`src/rtl/hs_ram_arbiter_pkg.sv`:
```
// Shared types and helpers for the hiscore / CPU work-RAM arbiter.
// No logic: state encoding plus timer sizing helper.
// No flow control here; consumed by the arbiter and its timer.
package hs_arb_pkg;

    typedef enum logic [2:0] {
        IDLE,
        REQ,
        SETTLE,
        GRANT,
        DRAIN
    } hs_arb_state_t;

    // Timer must hold TIMEOUT itself, hence the +1.
    function automatic int hs_arb_timer_w(input int timeout);
        return $clog2(timeout + 1);
    endfunction

endpackage

```
`src/rtl/hs_ram_arbiter_if.sv`:
```
// Bundle of CPU request, hiscore request, RAM port and status signals.
// Pure wiring; no latency.
// Level-based signalling; no backpressure beyond the grant/pause handshake.
// Ports: slave = arbiter side, master = environment (CPU core, hiscore, RAM).
interface hs_ram_arbiter_if #(
    parameter int AW = 16,
    parameter int DW = 8
);
    logic [AW-1:0] cpu_addr;
    logic [DW-1:0] cpu_din;
    logic          cpu_we;
    logic          cpu_halted;
    logic [AW-1:0] hs_address;
    logic [DW-1:0] hs_data_in;
    logic          hs_write;
    logic          hs_access;
    logic [DW-1:0] ram_q;
    logic [AW-1:0] ram_addr;
    logic [DW-1:0] ram_din;
    logic          ram_we;
    logic          pause_req;
    logic          hs_grant;
    logic [DW-1:0] hs_data_out;
    logic          hs_rd_valid;
    logic          timeout_err;

    modport slave (
        input  cpu_addr, cpu_din, cpu_we, cpu_halted,
        input  hs_address, hs_data_in, hs_write, hs_access,
        input  ram_q,
        output ram_addr, ram_din, ram_we,
        output pause_req, hs_grant, hs_data_out, hs_rd_valid, timeout_err
    );

    modport master (
        output cpu_addr, cpu_din, cpu_we, cpu_halted,
        output hs_address, hs_data_in, hs_write, hs_access,
        output ram_q,
        input  ram_addr, ram_din, ram_we,
        input  pause_req, hs_grant, hs_data_out, hs_rd_valid, timeout_err
    );
endinterface

```
`src/rtl/hs_ram_arbiter_timer.sv`:
```
// Loadable down-counter that saturates at zero; shared by settle/hold/timeout.
// Load takes effect on the next clock; zero flag is combinational from the count.
// No backpressure; counts every cycle unless loaded.
// Ports: clk/rst, load + load_val, zero flag.
module hs_arb_timer #(
    parameter int W = 13
) (
    input  logic         clk,
    input  logic         rst,
    input  logic         load,
    input  logic [W-1:0] load_val,
    output logic         zero
);
    logic [W-1:0] cnt;

    always_ff @(posedge clk or posedge rst) begin
        if (rst) begin
            cnt <= '0;
        end else if (load) begin
            cnt <= load_val;
        end else if (cnt != '0) begin
            cnt <= cnt - W'(1);
        end
    end

    assign zero = (cnt == '0);

endmodule

```
`src/rtl/hs_ram_arbiter.sv`:
```
// Shares the CPU work-RAM port with the hiscore engine via CPU pause/halt handshake.
// CPU path is combinational (zero latency); hiscore read data returns 2 cycles after address.
// Hiscore waits on hs_grant; CPU is held off through pause_req until it acknowledges halt.
// Ports: clk_sys, reset (async, active-high), bus (slave modport of hs_ram_arbiter_if).
module hs_ram_arbiter #(
    parameter int AW      = 16,
    parameter int DW      = 8,
    parameter int SETTLE  = 4,
    parameter int HOLD    = 2,
    parameter int TIMEOUT = 4096
) (
    input  logic               clk_sys,
    input  logic               reset,
    hs_ram_arbiter_if.slave    bus
);
    import hs_arb_pkg::*;

    localparam int TW = hs_arb_timer_w(TIMEOUT);

    // The timer is loaded with N-1 so that a phase lasts exactly N cycles:
    // the transition fires on the cycle the counter reads zero.
    localparam logic [TW-1:0] TMR_TIMEOUT = TW'(TIMEOUT - 1);
    localparam logic [TW-1:0] TMR_SETTLE  = TW'(SETTLE - 1);
    localparam logic [TW-1:0] TMR_HOLD    = TW'(HOLD - 1);

    hs_arb_state_t state, state_nxt;

    logic          tmr_load;
    logic [TW-1:0] tmr_val;
    logic          tmr_zero;
    logic          err_set;
    logic          err_clr;
    logic          hs_side;
    logic          we_mux;
    logic [AW-1:0] addr_mux;
    logic [DW-1:0] din_mux;

    logic          timeout_err_q;
    logic          rd_pend;
    logic          rd_valid_q;
    logic [DW-1:0] hs_data_q;

    hs_arb_timer #(.W(TW)) u_timer (
        .clk      (clk_sys),
        .rst      (reset),
        .load     (tmr_load),
        .load_val (tmr_val),
        .zero     (tmr_zero)
    );

    always_ff @(posedge clk_sys or posedge reset) begin
        if (reset) begin
            state <= hs_arb_pkg::IDLE;
        end else begin
            state <= state_nxt;
        end
    end

    always_comb begin
        state_nxt = state;
        tmr_load  = 1'b0;
        tmr_val   = '0;
        err_set   = 1'b0;
        err_clr   = 1'b0;
        hs_side   = 1'b0;
        we_mux    = bus.cpu_we;

        case (state)
            hs_arb_pkg::IDLE: begin
                if (bus.hs_access) begin
                    state_nxt = hs_arb_pkg::REQ;
                    tmr_load  = 1'b1;
                    tmr_val   = TMR_TIMEOUT;
                end
            end
            hs_arb_pkg::REQ: begin
                if (bus.cpu_halted) begin
                    state_nxt = hs_arb_pkg::SETTLE;
                    tmr_load  = 1'b1;
                    tmr_val   = TMR_SETTLE;
                end else if (!bus.hs_access) begin
                    state_nxt = hs_arb_pkg::IDLE;
                end else if (tmr_zero) begin
                    state_nxt = hs_arb_pkg::IDLE;
                    err_set   = 1'b1;
                end
            end
            hs_arb_pkg::SETTLE: begin
                // CPU still owns the mux, but its writes are blocked while
                // the halted bus settles.
                we_mux = 1'b0;
                if (!bus.hs_access) begin
                    state_nxt = hs_arb_pkg::IDLE;
                end else if (tmr_zero) begin
                    state_nxt = hs_arb_pkg::GRANT;
                    err_clr   = 1'b1;
                end
            end
            hs_arb_pkg::GRANT: begin
                // Hiscore write wins; any concurrent CPU write is dropped.
                hs_side = 1'b1;
                we_mux  = bus.hs_write;
                if (!bus.hs_access) begin
                    state_nxt = hs_arb_pkg::DRAIN;
                    tmr_load  = 1'b1;
                    tmr_val   = TMR_HOLD;
                end
            end
            hs_arb_pkg::DRAIN: begin
                hs_side = 1'b1;
                we_mux  = 1'b0;
                if (tmr_zero) begin
                    state_nxt = hs_arb_pkg::IDLE;
                end
            end
            default: begin
                state_nxt = hs_arb_pkg::IDLE;
            end
        endcase

        addr_mux = hs_side ? bus.hs_address : bus.cpu_addr;
        din_mux  = hs_side ? bus.hs_data_in : bus.cpu_din;
    end

    // Read return: address in GRANT at N, RAM data at N+1, registered at N+2.
    always_ff @(posedge clk_sys or posedge reset) begin
        if (reset) begin
            timeout_err_q <= 1'b0;
            rd_pend       <= 1'b0;
            rd_valid_q    <= 1'b0;
            hs_data_q     <= '0;
        end else begin
            if (err_set) begin
                timeout_err_q <= 1'b1;
            end else if (err_clr) begin
                timeout_err_q <= 1'b0;
            end
            rd_pend    <= (state == hs_arb_pkg::GRANT) && !bus.hs_write;
            rd_valid_q <= rd_pend;
            if (rd_pend) begin
                hs_data_q <= bus.ram_q;
            end
        end
    end

    assign bus.ram_addr    = addr_mux;
    assign bus.ram_din     = din_mux;
    assign bus.ram_we      = we_mux;
    assign bus.pause_req   = (state != hs_arb_pkg::IDLE);
    assign bus.hs_grant    = (state == hs_arb_pkg::GRANT);
    assign bus.hs_data_out = hs_data_q;
    assign bus.hs_rd_valid = rd_valid_q;
    assign bus.timeout_err = timeout_err_q;

endmodule

```
`src/flat_wrapper.sv`:
```
// flat-port wrapper written by rule: the top's interface ports become plain ports
module hs_ram_arbiter_flat import hs_arb_pkg::*;
#(
    parameter int AW      = 16,
    parameter int DW      = 8,
    parameter int SETTLE  = 4,
    parameter int HOLD    = 2,
    parameter int TIMEOUT = 4096
)
  (clk_sys, reset, bus_cpu_addr, bus_cpu_din, bus_cpu_we, bus_cpu_halted, bus_hs_address, bus_hs_data_in, bus_hs_write, bus_hs_access, bus_ram_q, bus_ram_addr, bus_ram_din, bus_ram_we, bus_pause_req, bus_hs_grant, bus_hs_data_out, bus_hs_rd_valid, bus_timeout_err);
  hs_ram_arbiter_if #(.AW(AW), .DW(DW)) bus_i ();
  input  logic clk_sys;
  input  logic reset;
  input wire logic [$bits(bus_i.cpu_addr)-1:0] bus_cpu_addr;
  input wire logic [$bits(bus_i.cpu_din)-1:0] bus_cpu_din;
  input wire logic [$bits(bus_i.cpu_we)-1:0] bus_cpu_we;
  input wire logic [$bits(bus_i.cpu_halted)-1:0] bus_cpu_halted;
  input wire logic [$bits(bus_i.hs_address)-1:0] bus_hs_address;
  input wire logic [$bits(bus_i.hs_data_in)-1:0] bus_hs_data_in;
  input wire logic [$bits(bus_i.hs_write)-1:0] bus_hs_write;
  input wire logic [$bits(bus_i.hs_access)-1:0] bus_hs_access;
  input wire logic [$bits(bus_i.ram_q)-1:0] bus_ram_q;
  output wire logic [$bits(bus_i.ram_addr)-1:0] bus_ram_addr;
  output wire logic [$bits(bus_i.ram_din)-1:0] bus_ram_din;
  output wire logic [$bits(bus_i.ram_we)-1:0] bus_ram_we;
  output wire logic [$bits(bus_i.pause_req)-1:0] bus_pause_req;
  output wire logic [$bits(bus_i.hs_grant)-1:0] bus_hs_grant;
  output wire logic [$bits(bus_i.hs_data_out)-1:0] bus_hs_data_out;
  output wire logic [$bits(bus_i.hs_rd_valid)-1:0] bus_hs_rd_valid;
  output wire logic [$bits(bus_i.timeout_err)-1:0] bus_timeout_err;
  assign bus_i.cpu_addr = bus_cpu_addr;
  assign bus_i.cpu_din = bus_cpu_din;
  assign bus_i.cpu_we = bus_cpu_we;
  assign bus_i.cpu_halted = bus_cpu_halted;
  assign bus_i.hs_address = bus_hs_address;
  assign bus_i.hs_data_in = bus_hs_data_in;
  assign bus_i.hs_write = bus_hs_write;
  assign bus_i.hs_access = bus_hs_access;
  assign bus_i.ram_q = bus_ram_q;
  assign bus_ram_addr = bus_i.ram_addr;
  assign bus_ram_din = bus_i.ram_din;
  assign bus_ram_we = bus_i.ram_we;
  assign bus_pause_req = bus_i.pause_req;
  assign bus_hs_grant = bus_i.hs_grant;
  assign bus_hs_data_out = bus_i.hs_data_out;
  assign bus_hs_rd_valid = bus_i.hs_rd_valid;
  assign bus_timeout_err = bus_i.timeout_err;
  hs_ram_arbiter #(.AW(AW), .DW(DW), .SETTLE(SETTLE), .HOLD(HOLD), .TIMEOUT(TIMEOUT)) u_core (.clk_sys(clk_sys), .reset(reset), .bus(bus_i));
endmodule
```
`config.mk`:
```
export PLATFORM = sky130hd
export DESIGN_NAME = hs_ram_arbiter_flat
export DESIGN_NICKNAME = d
export VERILOG_FILES = /design/src/rtl/hs_ram_arbiter_pkg.sv /design/src/rtl/hs_ram_arbiter_if.sv /design/src/rtl/hs_ram_arbiter_timer.sv /design/src/rtl/hs_ram_arbiter.sv /design/src/flat_wrapper.sv
export SDC_FILE = /design/constraint.sdc
export NUM_CORES = 1
export LEC_CHECK = 0
export ABC_AREA = 1
export CELL_PAD_IN_SITES_DETAIL_PLACEMENT = 1
export CELL_PAD_IN_SITES_GLOBAL_PLACEMENT = 1
export CORE_ASPECT_RATIO = 1.1
export CORE_MARGIN = 2
export CORE_UTILIZATION = 28
export DETAILED_ROUTE_END_ITERATION = 10
export PLACE_DENSITY_LB_ADDON = 0.1
export SYNTH_ARGS = -nofsm -noshare
export SYNTH_HDL_FRONTEND = slang
export SYNTH_SLANG_ARGS = --single-unit
```
`constraint.sdc`:
```
create_clock -name clk_sys -period 1.83 [get_ports clk_sys]
set_input_delay 0.183 -clock clk_sys [delete_from_list [all_inputs] [get_ports clk_sys]]
set_output_delay 0.183 -clock clk_sys [all_outputs]
set_load 0.05 [all_outputs]
```
==> results of run 1 <==
==> power groups by stage <==
stage               Combinational [W]  Sequential (W)  Clock, W
global route                  0.00379         0.00107  0.000422
floorplan                     0.00177         0.00131         0
CTS                           0.00338         0.00103  0.000396
detailed placement            0.00330         0.00104         0
global placement              0.00325         0.00103         0
finish                        0.00353         0.00102  0.000380
==> per-layer routing <==
layer  up-vias  track usage
li1        932            -
met4         0       0.0231
met5         -            0
met1       888        0.202
met2        29        0.336
met3         6       0.0263
==> sequential cells by signal, indices dropped and copies added, names as in the netlist <==
register,count
u_core.u_timer.cnt,13
u_core.bus.hs_data_out,8
u_core.state,3
u_core.bus.hs_rd_valid,1
u_core.bus.timeout_err,1
u_core.rd_pend,1
==> logic make-up (layout without fill, tap and decap cells) <==
logic type / Yosys count / count (layout) / synth area share
DFF: 27 / 27 / 0.366
adders and majority gates: 1 / 1 / 0.00678
AOI/OAI and AO/OA: 24 / 24 / 0.0732
and+or+nand+nor: 95 / 95 / 0.223
buffers and inverters: 36 / 153 / 0.0949
muxes: 32 / 32 / 0.236
==> cell type report <==
cell class	instances	share of cell area
timing repair buffer	118	0.421
multi-input combinational	152	0.299
sequential	27	0.200
inverter	31	0.0344
tap	82	0.0303
clock buffer	3	0.0122
clock inverter	1	0.00259
==> worst min-delay path, stage by stage <==
cell and delay [ns]:
clkdlybuf4s50_1 0.39, inv_1 0.05, buf_4 0.34
==> cells in the final DEF, fill, tap and decap left out, drive strengths merged <==
master,netlist,layout
nor3,4,4
clkdlybuf4s50,0,71
o21ai,13,13
or2,1,1
nand4,1,1
mux2,32,32
dfrtp,27,27
a31oi,1,1
o21bai,1,1
nor2,25,25
nand3,18,18
buf,3,46
nand2,46,46
a21oi,9,9
ha,1,1
inv,31,32
clkbuf,2,4
==> timing repair <==
| action | in CTS | in global routing |
|---|---|---|
| endpoints found under the hold margin | 0 | 0 |
| resized for setup | 2 | 15 |
| hold buffers | 0 | 0 |
| setup endpoints to repair | 24 | 25 |
| pin swaps | 1 | 3 |
| buffers inserted | 4 | 2 |
| gates cloned | 0 | 1 |
==> path summary, 6_finish.rpt <==
check / from / end / slack [ns]
setup / recovery: u_core.state[2] / bus_ram_addr[8] / -0.14
hold / removal: reset / u_core.u_timer.cnt[7] / 0.25
setup reg to reg: u_core.state[2] / u_core.u_timer.cnt[3] / 0.25
hold reg to reg: u_core.bus.timeout_err / u_core.bus.timeout_err / 0.52
max in group asynchronous: reset / u_core.u_timer.cnt[12] / 1.29
min in group clk_sys: bus_hs_write / u_core.rd_pend / 0.45
==> stage by stage <==
step	std cells	TNS [ns]
after floorplan	215	0
after global placement	403	0
after detailed placement	403	0
after CTS	411	-3.29
after global routing	414	-4.91
final	414	-2.93
==> run_results.csv, run 1 <==
group,metric,value,unit
global_route,antenna_found_initial,0,
setup_path,critPathLaunchType,"flip-flop",
power,internal_power,0.00263,W
logic_synthesis,ys_async_sr_fraction,1.00,
final_layout,fin_nets,396,
setup_path,critical-path-top-delay-family,"buffers and inverters",
final_layout,n_antenna_cell,0,
power,powerDensity,1460,nW/um2
timing,worstMarginPinSlew,0.533,ns
floorplanning,fp.dieW,81.4,um
logic_synthesis,synth_enable_flop_cells,0,
global_route,grt_pass1_vias,1987,
setup_path,worstPathCellList,"inv_2, nand3_2, o21ai_4, buf_12, clkbuf_16, mux2_4, buf_12",
timing,fmax,508,MHz
setup_path,cp_data_required_time,1.65,ns
timing,relSlewSlack,0.643,
logic_synthesis,synth.top_cell.area_share,0.366,
setup_path,path_class,"reg2out",
final_layout,multiInputGateArea,1010,um2
clock_network,ctsRootBufferMaster,"clkbuf_8",
clock_network,clkLatencyLatePin,0.29,ns
global_route,grt_use_total,0.173,
power,sw_frac_of_total,0.467,
setup_path,critPathCaptureType,"output port",
clock_network,max-clock-path-buffers,2,
final_layout,postLayoutCoreUtil,0.522,
floorplanning,dieArea,7260,um2
clock_network,cts_tree,"yes",
timing,drv_slew,0,
final_layout,fill_cells,732,
placement,numPortBuffers,98,
drt,met2WireLength,3590,um
drt,ant_nets,0,
placement,placed_area,3190,um2
drt,drt_wl_total,6400,um
logic_synthesis,yosysWarnings,0,
drt,drc,0,
logic_synthesis,synth_area_leaders,"dfrtp_1, mux2_4, nand2_1, mux2_2, inv_1",
drt,firstDrtPassIters,2,
setup_path,slowest_delay,0.41,ns
power,total_power,0.00493,W
logic_synthesis,ys_types,24,
run_status,violations,"setup timing",
power,seqPwrFrac,0.208,
logic_synthesis,mappedNetlistArea,1850,um2
drt,wl_met3,170,um
logic_synthesis,synth_top_flop_cell,"dfrtp_1",
timing,rsz0062_at_grt,"true",
power,clkPwrFrac,0.077,
floorplanning,core_area,6480,um2
drt,wl_met1,2600,um
drt,wl_per_cell,15.5,um
drt,maxUsedRoutingLayer,"met4",
setup_path,cp_data_arrival_time,1.79,ns
worst_hold_path,worstHoldPathType,"in2async",
logic_synthesis,synthesis.nets,278,
drt,vias,1855,
global_route,grt_pass1_wl,9680,um
timing,period_share,1.08,
logic_synthesis,yosysMostFrequentCell,"nand2_1",
drt,avgViaCountPerCell,4.48,
placement,dp_hpwl,5070,um
logic_synthesis,synthCells,215,
logic_synthesis,ys_seq_area_frac,0.366,
logic_synthesis,post_synth.cell_area_avg,8.58,um2
setup_path,critical_path_buf_inv_count,4,
setup_path,critPathSlowestCell,"dfrtp_1",
logic_synthesis,yosysTopAreaCell,"dfrtp_1",
drt,first_iter_violations,49,
clock_network,cts_made_buffers,3,
power,combPwrFrac,0.715,
setup_path,crit_top_cell,"buf_12",
floorplanning,ios,99,
timing,setup_ws,-0.139,ns
timing,skew,0.0167,ns
setup_path,critPathMaxFanout,7,
logic_synthesis,ys_ff_latch,27,
power,peakVddDrop,830,uV
final_layout,seq_area,676,um2
floorplanning,die_y,89.2,um
placement,gp_congestion,0.896,
global_route,grt_max_degree,28,
final_layout,drive_gt1_frac,0.289,
flow_run,drv_cap,0,
placement,pre_cts_ws,0.0590,ns
timing,setup_viol,24,
power,p_leak,1.59,nW
timing,holdWs,0.245,ns
clock_network,clk_pin_slew,0.12,ns
clock_network,clock_sinks,27,
clock_network,htreeDepth,1,
final_layout,syn2layout_area_growth,83.2,%
global_route,grt-ovfl-total,0,
run_status,status,"finished with violations",
power,switchingPower,0.00231,W
logic_synthesis,synthTopCellsByCount,"nand2_1, dfrtp_1, inv_1",
timing,hold_viol,0,
timing,fin_crit,1.97,ns
final_layout,fin_area,3380,um2
setup_path,cp_num_cells,7,
setup_path,r2r_cells,10,
floorplanning,start_util,0.285,
floorplanning,rows,31,
No activity file was read; power rests on OpenSTA's default activity.
==> run 2, diff against run 1 <==
--- a/config.mk
+++ b/config.mk
@@ -9,8 +9,8 @@
 export CELL_PAD_IN_SITES_DETAIL_PLACEMENT = 1
 export CELL_PAD_IN_SITES_GLOBAL_PLACEMENT = 1
 export CORE_ASPECT_RATIO = 1.1
-export CORE_MARGIN = 2
-export CORE_UTILIZATION = 28
+export CORE_MARGIN = 4
+export CORE_UTILIZATION = 25
 export DETAILED_ROUTE_END_ITERATION = 10
 export PLACE_DENSITY_LB_ADDON = 0.1
 export SYNTH_ARGS = -nofsm -noshare
==> constraint.sdc (replaced) <==
create_clock -name clk_sys -period 1.8 [get_ports clk_sys]
set_input_delay 0.18 -clock clk_sys [delete_from_list [all_inputs] [get_ports clk_sys]]
set_output_delay 0.18 -clock clk_sys [all_outputs]
set_load 0.05 [all_outputs]
==> run 2 against run 1 <==
  * The run still ends with setup timing left
  * Combinational power is 3% lower
  * Final cell count is 0.72% lower
  * Die area is 22% higher
  * Core utilization is 5.5 points lower
  * Design area is 2.1% lower
  * Wire length is 1.2% higher
  * Critical path depth is 1 lower
  * Clock power is 5% higher
  * Hold slack better by 0.0026 ns
  * Global-route usage is 2.3 points lower
==> run_results.csv, run 2 (synthesis gave the netlist of run 1 again) <==
group,metric,value,unit
run_status,status,"finished with violations",
run_status,violations,"setup timing",
setup_path,worstPathCellList,"nor2_4, inv_2, o21ai_4, buf_12, mux2_4, buf_12",
timing,drv_slew,0,
placement,pre_cts_ws,0.107,ns
floorplanning,dieArea,8820,um2
final_layout,syn2layout_area_growth,79.4,%
power,seqPwrFrac,0.214,
setup_path,r2r_cells,7,
global_route,antenna_found_initial,0,
clock_network,cts_tree,"yes",
timing,relSlewSlack,0.650,
drt,drc,0,
clock_network,ctsHoldBuffers,0,
power,powerDensity,1470,nW/um2
timing,holdWs,0.248,ns
setup_path,critPathMaxFanout,14,
timing,skew,0.00613,ns
placement,gp_congestion,0.814,
timing,hold_viol,0,
setup_path,critPathSlowestCell,"dfrtp_1",
clock_network,htreeDepth,1,
power,internal_power,0.00256,W
global_route,grt_pass1_wl,10700,um
drt,first_iter_violations,30,
floorplanning,rows,32,
drt,firstDrtPassIters,4,
worst_hold_path,worstHoldPathType,"in2async",
setup_path,critPathCaptureType,"output port",
flow_run,drv_cap,0,
timing,rsz0062_at_grt,"true",
final_layout,largest_reg_flops,13,
floorplanning,start_util,0.260,
setup_path,reg2reg_to,"u_core.u_timer.cnt[9]",
clock_network,max-clock-path-buffers,2,
power,clkPwrFrac,0.082,
global_route,grt_pass1_vias,2073,
drt,wl_per_cell,15.8,um
timing,setup_viol,24,
floorplanning,ios,99,
final_layout,layout_common_cells,"clkdlybuf4s50_1, nand2_1, inv_1, dfrtp_1, mux2_4",
setup_path,path_class,"reg2out",
setup_path,cp_data_arrival_time,1.78,ns
final_layout,final_common_cell,"clkdlybuf4s50_1",
floorplanning,die_y,98.1,um
final_layout,fin_nets,390,
final_layout,n_antenna_cell,0,
timing,worstMarginPinSlew,0.523,ns
global_route,grt_use_total,0.150,
timing,fmax,510,MHz
floorplanning,fp.dieW,89.9,um
drt,ant_nets,0,
clock_network,clk_pin_slew,0.11,ns
timing,fin_crit,1.96,ns
timing,setup_ws,-0.162,ns
drt,drt_wl_total,6480,um
power,p_leak,1.56,nW
clock_network,ctsRootBufferMaster,"clkbuf_8",
power,sw_frac_of_total,0.474,
setup_path,worst-r2r-setup-slack,0.23,ns
drt,vias,1850,
placement,placed_area,3180,um2
power,combPwrFrac,0.704,
power,switchingPower,0.00230,W
final_layout,fin_area,3310,um2
placement,numPortBuffers,98,
timing,tns,-3.42,ns
setup_path,crit_top_cell,"buf_12",
placement,dp_hpwl,5320,um
floorplanning,core_area,7090,um2
clock_network,cts_made_buffers,3,
power,peakVddDrop,806,uV
clock_network,clkLatencyLatePin,0.29,ns
global_route,grt-ovfl-total,0,
drt,avgViaCountPerCell,4.50,
setup_path,critPathLaunchType,"flip-flop",
setup_path,r2r_start,"u_core.u_timer.cnt[0]",
clock_network,clock_sinks,27,
timing,period_share,1.09,
global_route,grt_max_degree,28,
final_layout,drive_gt1_frac,0.273,
setup_path,cp_data_required_time,1.62,ns
setup_path,slowest_delay,0.43,ns
final_layout,top_register,"u_core.u_timer.cnt",
[run 2: worst max-delay path by stage]
stage / endpoint / startpoint / depth (start not counted)
floorplan: bus_ram_we / u_core.state[2] / 3
global placement: u_core.state[0] / bus_hs_access / 8
global route: bus_ram_addr[7] / u_core.state[0] / 6
CTS: bus_ram_din[5] / u_core.state[0] / 6
finish: bus_ram_addr[7] / u_core.state[0] / 6
detailed placement: bus_ram_addr[6] / u_core.state[1] / 6
[run 2: cell type report]
type                       instances  area, um2
clock buffer                       3       41.3
fill                             817       3780
inverter                          31        116
tap                               85        106
multi-input combinational        152       1020
sequential                        27        676
timing repair buffer             112       1340
clock inverter                     1       8.76
[run 2: per-layer routing]
layer,track usage,up-vias,part of all wire
met5,0,-,0
met4,0.0342,0,0.014
met3,0.0262,9,0.036
met2,0.286,33,0.56
met1,0.173,889,0.39
li1,-,919,-
[run 2: power by group through the flow]
stage          combinational, W  clock (W)  sequential (W)
6_report                0.00342   0.000399         0.00104
3_3_place_gp            0.00330          0         0.00105
2_1_floorplan           0.00180          0         0.00134
3_5_place_dp            0.00333          0         0.00106
5_1_grt                 0.00367   0.000435         0.00109
4_1_cts                 0.00343   0.000409         0.00104
[run 2: what timing repair did]
item                                   4_1_cts  5_1_grt
buffers inserted                             2        1
resized for setup                           14        3
setup endpoints to repair                   24       25
endpoints found under the hold margin        0        0
[run 2: metrics by stage]
step	instances	util	total power, W
floorplan	215	-	0.00314
global placement	404	0.448	0.00436
detailed placement	404	0.448	0.00439
CTS	410	0.465	0.00488
global route	411	0.467	0.00519
finish	411	0.467	0.00486
[run 2: worst max-delay path, delay by kind of cell (launching register included)]
family | cells | cell delay, ns
AND/OR/NAND/NOR | 1 | 0.14
multiplexers | 1 | 0.33
flip-flops | 1 | 0.43
buffers and inverters | 3 | 0.41
AO/OA/AOI/OAI | 1 | 0.19
